**src/rtl/tap_write_assembler.sv**
```systemverilog
// Assembles UART bytes (address byte + WRITE_WIDTH/8 little-endian data bytes) into one TAP register write.
// Optional inter-byte timeout in DATA is built only when TAP_WRITE_TIMEOUT_EN is defined.

package uart_pkg;
  parameter int IRLENGTH = 5;
endpackage

// Handshakes: a transfer happens in a cycle where valid and ready are both 1 at the
// rising clock edge; a valid source holds its data stable until that transfer, and
// valid never depends combinationally on ready.
module tap_write_assembler
  import uart_pkg::*;
#(
  parameter int WRITE_WIDTH    = 32,
  parameter int TIMEOUT_CYCLES = 1024
) (
  input  logic                   CLK_I,
  input  logic                   RST_I,
  input  logic [7:0]             RX_DATA_I,
  input  logic                   RX_VALID_I,
  output logic                   RX_READY_O,
  output logic [IRLENGTH-1:0]    WRITE_ADDRESS_O,
  output logic [WRITE_WIDTH-1:0] WRITE_DATA_O,
  output logic                   WRITE_VALID_O,
  input  logic                   WRITE_READY_I,
  output logic                   BUSY_O,
  output logic                   TIMEOUT_O,
  output logic [1:0]             STATE_O
);

  localparam int NBYTES = WRITE_WIDTH / 8;
  localparam int CW     = $clog2(NBYTES) + 1;
  localparam logic [CW-1:0] LAST_BYTE = CW'(NBYTES - 1);

  typedef enum logic [1:0] {
    IDLE  = 2'd0,
    DATA  = 2'd1,
    WRITE = 2'd2
  } state_t;

  state_t        state;
  logic [CW-1:0] byte_cnt;
  logic          rx_accept;

  assign rx_accept = RX_VALID_I && RX_READY_O;
  assign STATE_O   = state;

`ifdef TAP_WRITE_TIMEOUT_EN
  localparam int IW = $clog2(TIMEOUT_CYCLES + 1);
  localparam logic [IW-1:0] IDLE_LIMIT = IW'(TIMEOUT_CYCLES - 1);

  logic [IW-1:0] idle_cnt;
  logic          idle_expired;

  assign idle_expired = (idle_cnt == IDLE_LIMIT);

  // Held at zero outside DATA, so entering DATA always starts a fresh count.
  always_ff @(posedge CLK_I or posedge RST_I) begin
    if (RST_I) begin
      idle_cnt <= '0;
    end else if (state != DATA || rx_accept) begin
      idle_cnt <= '0;
    end else if (!idle_expired) begin
      idle_cnt <= idle_cnt + IW'(1);
    end
  end
`else
  logic unused_timeout_cfg;
  assign unused_timeout_cfg = (TIMEOUT_CYCLES > 0);
  assign TIMEOUT_O = 1'b0;
`endif

  always_ff @(posedge CLK_I or posedge RST_I) begin
    if (RST_I) begin
      state           <= IDLE;
      byte_cnt        <= '0;
      WRITE_ADDRESS_O <= '0;
      WRITE_DATA_O    <= '0;
      WRITE_VALID_O   <= 1'b0;
      BUSY_O          <= 1'b0;
      RX_READY_O      <= 1'b0;
`ifdef TAP_WRITE_TIMEOUT_EN
      TIMEOUT_O       <= 1'b0;
`endif
    end else begin
`ifdef TAP_WRITE_TIMEOUT_EN
      TIMEOUT_O <= 1'b0;
`endif
      case (state)
        IDLE: begin
          RX_READY_O <= 1'b1;
          if (rx_accept) begin
            WRITE_ADDRESS_O <= RX_DATA_I[IRLENGTH-1:0];
            WRITE_DATA_O    <= '0;
            byte_cnt        <= '0;
            BUSY_O          <= 1'b1;
            state           <= DATA;
          end
        end
        DATA: begin
          if (rx_accept) begin
            for (int i = 0; i < NBYTES; i++) begin
              if (byte_cnt == CW'(i)) WRITE_DATA_O[8*i +: 8] <= RX_DATA_I;
            end
            byte_cnt <= byte_cnt + CW'(1);
            // Ready drops with the last byte so nothing can be accepted while the write waits.
            if (byte_cnt == LAST_BYTE) begin
              RX_READY_O    <= 1'b0;
              WRITE_VALID_O <= 1'b1;
              state         <= WRITE;
            end
          end
`ifdef TAP_WRITE_TIMEOUT_EN
          else if (idle_expired) begin
            BUSY_O    <= 1'b0;
            TIMEOUT_O <= 1'b1;
            state     <= IDLE;
          end
`endif
        end
        WRITE: begin
          if (WRITE_READY_I) begin
            WRITE_VALID_O <= 1'b0;
            BUSY_O        <= 1'b0;
            RX_READY_O    <= 1'b1;
            state         <= IDLE;
          end
        end
        default: begin
          WRITE_VALID_O <= 1'b0;
          BUSY_O        <= 1'b0;
          RX_READY_O    <= 1'b0;
          state         <= IDLE;
        end
      endcase
    end
  end

endmodule

```
**config.mk**
```make
export PLATFORM = sky130hd
export DESIGN_NAME = tap_write_assembler
export DESIGN_NICKNAME = d
export VERILOG_FILES = /design/src/rtl/tap_write_assembler.sv
export SDC_FILE = /design/constraint.sdc
export NUM_CORES = 1
export LEC_CHECK = 0
export ABC_AREA = 1
export CORE_MARGIN = 2
export CORE_UTILIZATION = 33
export DETAILED_ROUTE_END_ITERATION = 6
export HOLD_SLACK_MARGIN = 0.08
export SYNTH_ARGS = -nofsm -noshare
export SYNTH_HDL_FRONTEND = slang
export SYNTH_SLANG_ARGS = --single-unit
export TNS_END_PERCENT = 5
```
**constraint.sdc**
```tcl
create_clock -name CLK_I -period 1.3 [get_ports CLK_I]
set_input_delay 0.26 -clock CLK_I [delete_from_list [all_inputs] [get_ports CLK_I]]
set_output_delay 0.26 -clock CLK_I [all_outputs]
set_load 0.05 [all_outputs]
```
==> metrics, run 1 <==
run status completed; die height ~80 µm; Worst Hold Class primary input to async pin; Startpoint Class flip-flop; number of buffers created by CTS 5; Vias per Instance ~4.7; Final Critical Period 1.242 ns; vias post-DR roughly 1600; final setup margin between 0.05 and 0.06 ns; All-Layer GR Usage between 15 and 20%; clk_skew approximately 0.011 ns; Max Slew Vio Count 0; slowest CP cell dfrtp_1; Reg2Reg Depth 5; Post-Syn Area about 1900 µm²; Rows 27; crit-path most repeated cell nand2_1; area fraction of the dominant cell type after synthesis about three fifths; syn nets around 220; clk slew on worst S/H paths around 0.09 ns; nets@finish between 200 and 300; Hold Vio Cnt, Final 0; Avg Inst Size Synth around 9.5 µm²; commonest cells after routing, fill and taps aside nand2_1 (78), buf_12 (45), dfrtp_1 (42); Cell Pwr Density approximately 3000 nW/µm²; CP top delay family flip-flops; first-pass GRT wire length between 7000 and 8000 µm; crit-path max cell delay between 0.4 and 0.5 ns; hold-fix buffers at CTS 0; CP Cell Sequence ha_2 > ha_4 > o21ai_4 > nand2_1 > nand2_1; synthesized flop and latch total 45; Synth area leader dfrtp_1; Longest Clk Path Bufs 2; FMAX 0.8053 GHz; clock net sink count 45; CTS H-tree depth 2; first-iteration detailed-routing DRC count a little under 60; die outline width 80.22 µm; DRC viols 0; final instance area approximately 3200 µm²; grt ovf 0; CP Capture Type flip-flop; Core Util, Final 57.44%; initial antenna violation count 0; RSZ-0062 raised after global routing true; pin count of the biggest net entering global routing between 40 and 50; commonest non-fill, non-tap cell in the layout nand2_1; I/O pin cnt 55; root buf cell clkbuf_8; Placement Setup Slack -0.2953 ns; sequential share of the synthesized area about three fifths; DP Area ~3000 µm²; Ys Warns 0; drt total wl 4586 µm; Worst Path Buf+Inv 0; # fillers 475; CTS tree done; Antenna Cells 0; Initial Util around 34%; number of detailed-route iterations in the first pass 4; post-DP HPWL 3393 µm; worst vdd ir ~1600 µV; number of library cell types mapped by synthesis 21; Area contributors post-synth dfrtp_1 (59%), nand2_1 (16%), o21ai_1 (3.9%); layout cells sized above 1 roughly 33%; area growth from synthesis to layout 67.04%; Die Area 6434 µm²; critical path arrival around 1.5 ns; Req. time, crit path between 1.5 and 2 ns; total power about 9500 µW; Finish-stage setup viols 0; final period utilization a little over nine tenths; LEAKAGE 0.001482 µW; Fin Setup TNS 0 ns; Worst Setup Path Type flip-flop to flip-flop; largest fanout on the critical path 8; vias in the first global route 1635; Max Cap Violations 0; port bufs 53; Mapped Cells around 200; Core ar. ~5600 µm²; GPL Wtd Cong ~0.80; Routed Antenna Nets 0; stages on the worst setup path 5; wire per inst between 10 and 15 µm; clock latency at the later pin of the worst-skew pair roughly 0.30 ns
[cell usage after synthesis]
library cell	count
o21ai_2	5
nand4_1	8
dfrtp_1	45
nor2_1	1
nand2_4	1
conb_1	1
nor2_4	2
nand3_1	11
o21ai_1	15
inv_2	1
nand2_2	3
inv_1	6
buf_2	2
clkinv_1	1
ha_1	5
buf_6	4
o22ai_1	1
clkbuf_2	1
nand2_1	80
buf_4	1
o21ai_0	8
[cell families (layout without fill, tap and decap cells)]
| logic type | after synthesis | in the layout | synth area share (%) |
|---|---|---|---|
| AOI/OAI and AO/OA | 29 | 29 | 8.616 |
| adders and majority gates | 5 | 5 | 3.264 |
| buffers and inverters | 16 | 80 | 5.091 |
| DFF | 45 | 45 | 58.75 |
| other | 1 | 1 | 0.1956 |
| and+or+nand+nor | 106 | 107 | 24.09 |
[routing by layer]
| layer | vias to the layer above | track usage (%) | wire length (µm) | share of wire [%] |
|---|---|---|---|---|
| li1 | 785 | - | - | - |
| met1 | 747 | 21.53 | 2032 | 44 |
| met2 | 46 | 25.50 | 2307 | 50 |
| met3 | 2 | 3.820 | 196 | 4.3 |
| met4 | 0 | 6.610 | 49 | 1.1 |
| met5 | - | 0 | 0 | 0 |
[flip-flops by register name, indices dropped and copies added (netlist names)]
signal and flops:
WRITE_VALID_O 1, RX_READY_O 1, BUSY_O 1, byte_cnt 3, WRITE_ADDRESS_O 5, STATE_O 2, WRITE_DATA_O 32
[worst paths after layout]
path,slack (ns),end,startpoint
min reg2reg,0.54,WRITE_VALID_O,WRITE_VALID_O
min,0.34,WRITE_VALID_O,RST_I
min in group CLK_I,0.54,WRITE_VALID_O,WRITE_VALID_O
max reg2reg,0.06,WRITE_DATA_O[28],byte_cnt[0]
max in group asynchronous,0.73,WRITE_DATA_O[13],RST_I
max,0.06,WRITE_DATA_O[28],byte_cnt[0]
[where the power goes]
| group | internal [µW] | leakage, µW | switching, µW | total [µW] |
|---|---|---|---|---|
| clock network | 625 | 0.0000574 | 467 | 1090 |
| registers | 1950 | 0.000596 | 688 | 2640 |
| logic | 2610 | 0.000828 | 3120 | 5730 |
[cell type report]
type,instances,area [µm²],share of cell area [%]
clock buffers,6,82.58,2.579
clock inverters,2,37.54,1.172
inverters,8,33.78,1.055
multi-input cells,142,753.2,23.52
flip-flops and latches,45,1130,35.29
well taps,72,90.09,2.814
repair buffers,64,1075,33.57
[metrics by stage]
| step | hold WS [ns] | instances |
|---|---|---|
| after floorplan | 0.2705 | 202 |
| after global placement | 0.5156 | 328 |
| after detailed placement | 0.5211 | 328 |
| after CTS | 0.3589 | 336 |
| after global routing | 0.3763 | 339 |
| final | 0.3449 | 339 |
[worst register-to-register path, cell delays in order (launching register included)]
cell     delay (ns)
dfrtp_1        0.42
ha_2           0.21
ha_4           0.17
o21ai_4        0.23
nand2_1        0.09
nand2_1        0.06
[what timing repair did]
| action | 4_1_cts | 5_1_grt |
|---|---|---|
| cloned | 0 | 1 |
| buffers inserted | 0 | 2 |
| endpoints found under the setup margin | 14 | 37 |
| hold endpoints to repair | 0 | 0 |
| gates resized for setup | 2 | 16 |
| pin swaps | 1 | 7 |
(Power assumes the default switching activity.)
==> run 2: changes to the inputs <==
--- a/config.mk
+++ b/config.mk
@@ -9,6 +9,7 @@
 export CORE_MARGIN = 2
 export CORE_UTILIZATION = 33
 export DETAILED_ROUTE_END_ITERATION = 6
+export DONT_BUFFER_PORTS = 1
 export HOLD_SLACK_MARGIN = 0.08
 export SYNTH_ARGS = -nofsm -noshare
 export SYNTH_HDL_FRONTEND = slang
==> metrics, run 2 (same netlist as run 1, synthesis figures left out) <==
area growth from synthesis to layout 19.65%; vias post-DR 1448 (-8.4%); root buf cell clkbuf_8; GPL Wtd Cong 0.7290 (-9.1%); Finish-stage setup viols 0 (unchanged); commonest cells after routing, fill and taps aside nand2_1 (76), dfrtp_1 (42), o21ai_1 (14); drt total wl 4750 µm (+3.6%); I/O pin cnt 55 (unchanged); Antenna Cells 0 (unchanged); final setup margin 0.02722 ns (-0.03103 ns); Final Critical Period 1.273 ns (+0.03103 ns); Largest Register WRITE_DATA_O; DRC viols 0 (unchanged); # fillers 568 (+20%); pin count of the biggest net entering global routing 46 (unchanged); number of buffers created by CTS 5 (unchanged); initial antenna violation count 0 (unchanged); Max-slew headroom 66.36%; clk_skew 0.005734 ns (-0.005546 ns); Core ar. 5574 µm² (unchanged); CTS tree done; Hold Crit Start RX_DATA_I[3]; Max Slew Vio Count 0 (unchanged); clock latency at the later pin of the worst-skew pair 0.30 ns (about the same); grt ovf 0 (unchanged); Rows 27 (unchanged); FMAX 0.7857 GHz (-2.4%); Hold Path Stages 2; DP Area 2058 µm² (-31%); port bufs 0 (-100%); Fin Setup TNS 0 ns (unchanged); max reg flops 32 (unchanged); RSZ-0062 raised after global routing true; wire per inst 16.27 µm (+20%); clk slew on worst S/H paths 0.09 ns (about the same); CTS H-tree depth 2 (unchanged); Cells after DPL 278 (-15%); die height 80.22 µm (unchanged); largest fanout on the critical path 8 (unchanged); Req. time, crit path 1.53 ns (about the same); layout cells sized above 1 22.27% (-10 points); All-Layer GR Usage 14.19% (-2.0 points); Hold Vio Cnt, Final 0 (unchanged); post-DP HPWL 3216 µm (-5.2%); Reg2Reg Depth 5 (unchanged); vias in the first global route 1284 (-21%); die outline width 80.22 µm (unchanged); Longest Clk Path Bufs 2 (unchanged); WHS Endpoint WRITE_ADDRESS_O[3]; CP Capture Type flip-flop; Worst setup startpoint byte_cnt[0]; Worst Tran Pin Value between 0.5 and 0.6 ns; FF-to-FF End WRITE_DATA_O[29]; final cell count without fillers 292 (-14%); Top Registers WRITE_DATA_O (32), WRITE_ADDRESS_O (5), byte_cnt (3); Startpoint Class flip-flop; Placement Setup Slack -0.1076 ns (+0.1877 ns); Routed Antenna Nets 0 (unchanged); final period utilization 97.91% (+2.4 points); commonest non-fill, non-tap cell in the layout nand2_1; clock net sink count 45 (unchanged); Die Area 6434 µm² (unchanged); worst reg-to-reg setup slack 0.03 ns (-0.03 ns); Worst Setup Path Type flip-flop to flip-flop; Initial Util 34.39% (unchanged); number of detailed-route iterations in the first pass 4 (unchanged); nets@finish 236 (-17%); run status completed; reg2reg start byte_cnt[0]; first-iteration detailed-routing DRC count 59 (unchanged); final instance area 2293 µm² (-28%); Vias per Instance 4.959 (+6.4%); first-pass GRT wire length 6858 µm (-13%); critical path arrival 1.51 ns (+0.03 ns); Worst Hold Class primary input to flip-flop; Max Cap Violations 0 (unchanged)
==> run 2: cell types whose count changed in the layout (fill, tap and decap cells not counted), sizes merged <==
cell,previous run,this run
clkinvlp,2,1
clkinv,1,2
buf,53,14
clkdlybuf4s50,11,0
nand2,85,87
bufinv,1,2
dlygate4sd3,0,1
clkbuf,6,5
==> run 2: worst max-delay path, stage by stage (launching register included) <==
cell	delay (ns)
dfrtp_1	0.41
ha_2	0.22
ha_4	0.18
o21ai_4	0.23
nand2_1	0.09
nand2_1	0.08
==> run 2: worst max path at each step <==
stage	end	slack [ns]	cells past startpoint
detailed placement	WRITE_DATA_O[29]	-0.11	5
global route	WRITE_DATA_O[1]	-0.04	7
floorplan	WRITE_DATA_O[8]	-0.05	6
global placement	WRITE_DATA_O[24]	-0.02	5
finish	WRITE_DATA_O[29]	0.03	5
CTS	WRITE_DATA_O[29]	0.006	5
==> run 2: metrics by stage <==
stage               hold slack [ns]  utilization [%]
floorplan                    0.2705                -
global placement             0.2070            36.92
detailed placement           0.2124            36.92
CTS                         0.09010            40.09
global route                0.09113            41.14
finish                      0.09370            41.14
==> run 2: routing by layer <==
metal / up-vias / routed length [µm] / track usage (%)
met5: - / 0 / 0
met3: 8 / 308 / 5.169
met4: 0 / 77 / 6.102
met1: 705 / 2221 / 18.52
li1: 696 / - / -
met2: 39 / 2142 / 21.08
==> run 2: area by class of cell <==
| class | count | area, µm² | area share, % |
|---|---|---|---|
| clock inverters | 3 | 65.06 | 2.837 |
| inverters | 8 | 33.78 | 1.473 |
| repair buffers | 15 | 127.6 | 5.565 |
| clock buffers | 5 | 68.82 | 3.001 |
| flip-flops and latches | 45 | 1130 | 49.26 |
| well taps | 72 | 90.09 | 3.928 |
| multi-input cells | 144 | 778.2 | 33.93 |
==> run 2: what timing repair did <==
item,4_1_cts,5_1_grt
gates cloned,0,3
setup buffers,0,2
resized for setup,6,8
hold endpoints to repair,45,0
endpoints found under the setup margin,12,34
hold buffers,1,0
pin swaps,1,6
Power of run 2 is not shown: default switching activity piles up to over one toggle a cycle in this logic, so the estimate is an artifact.
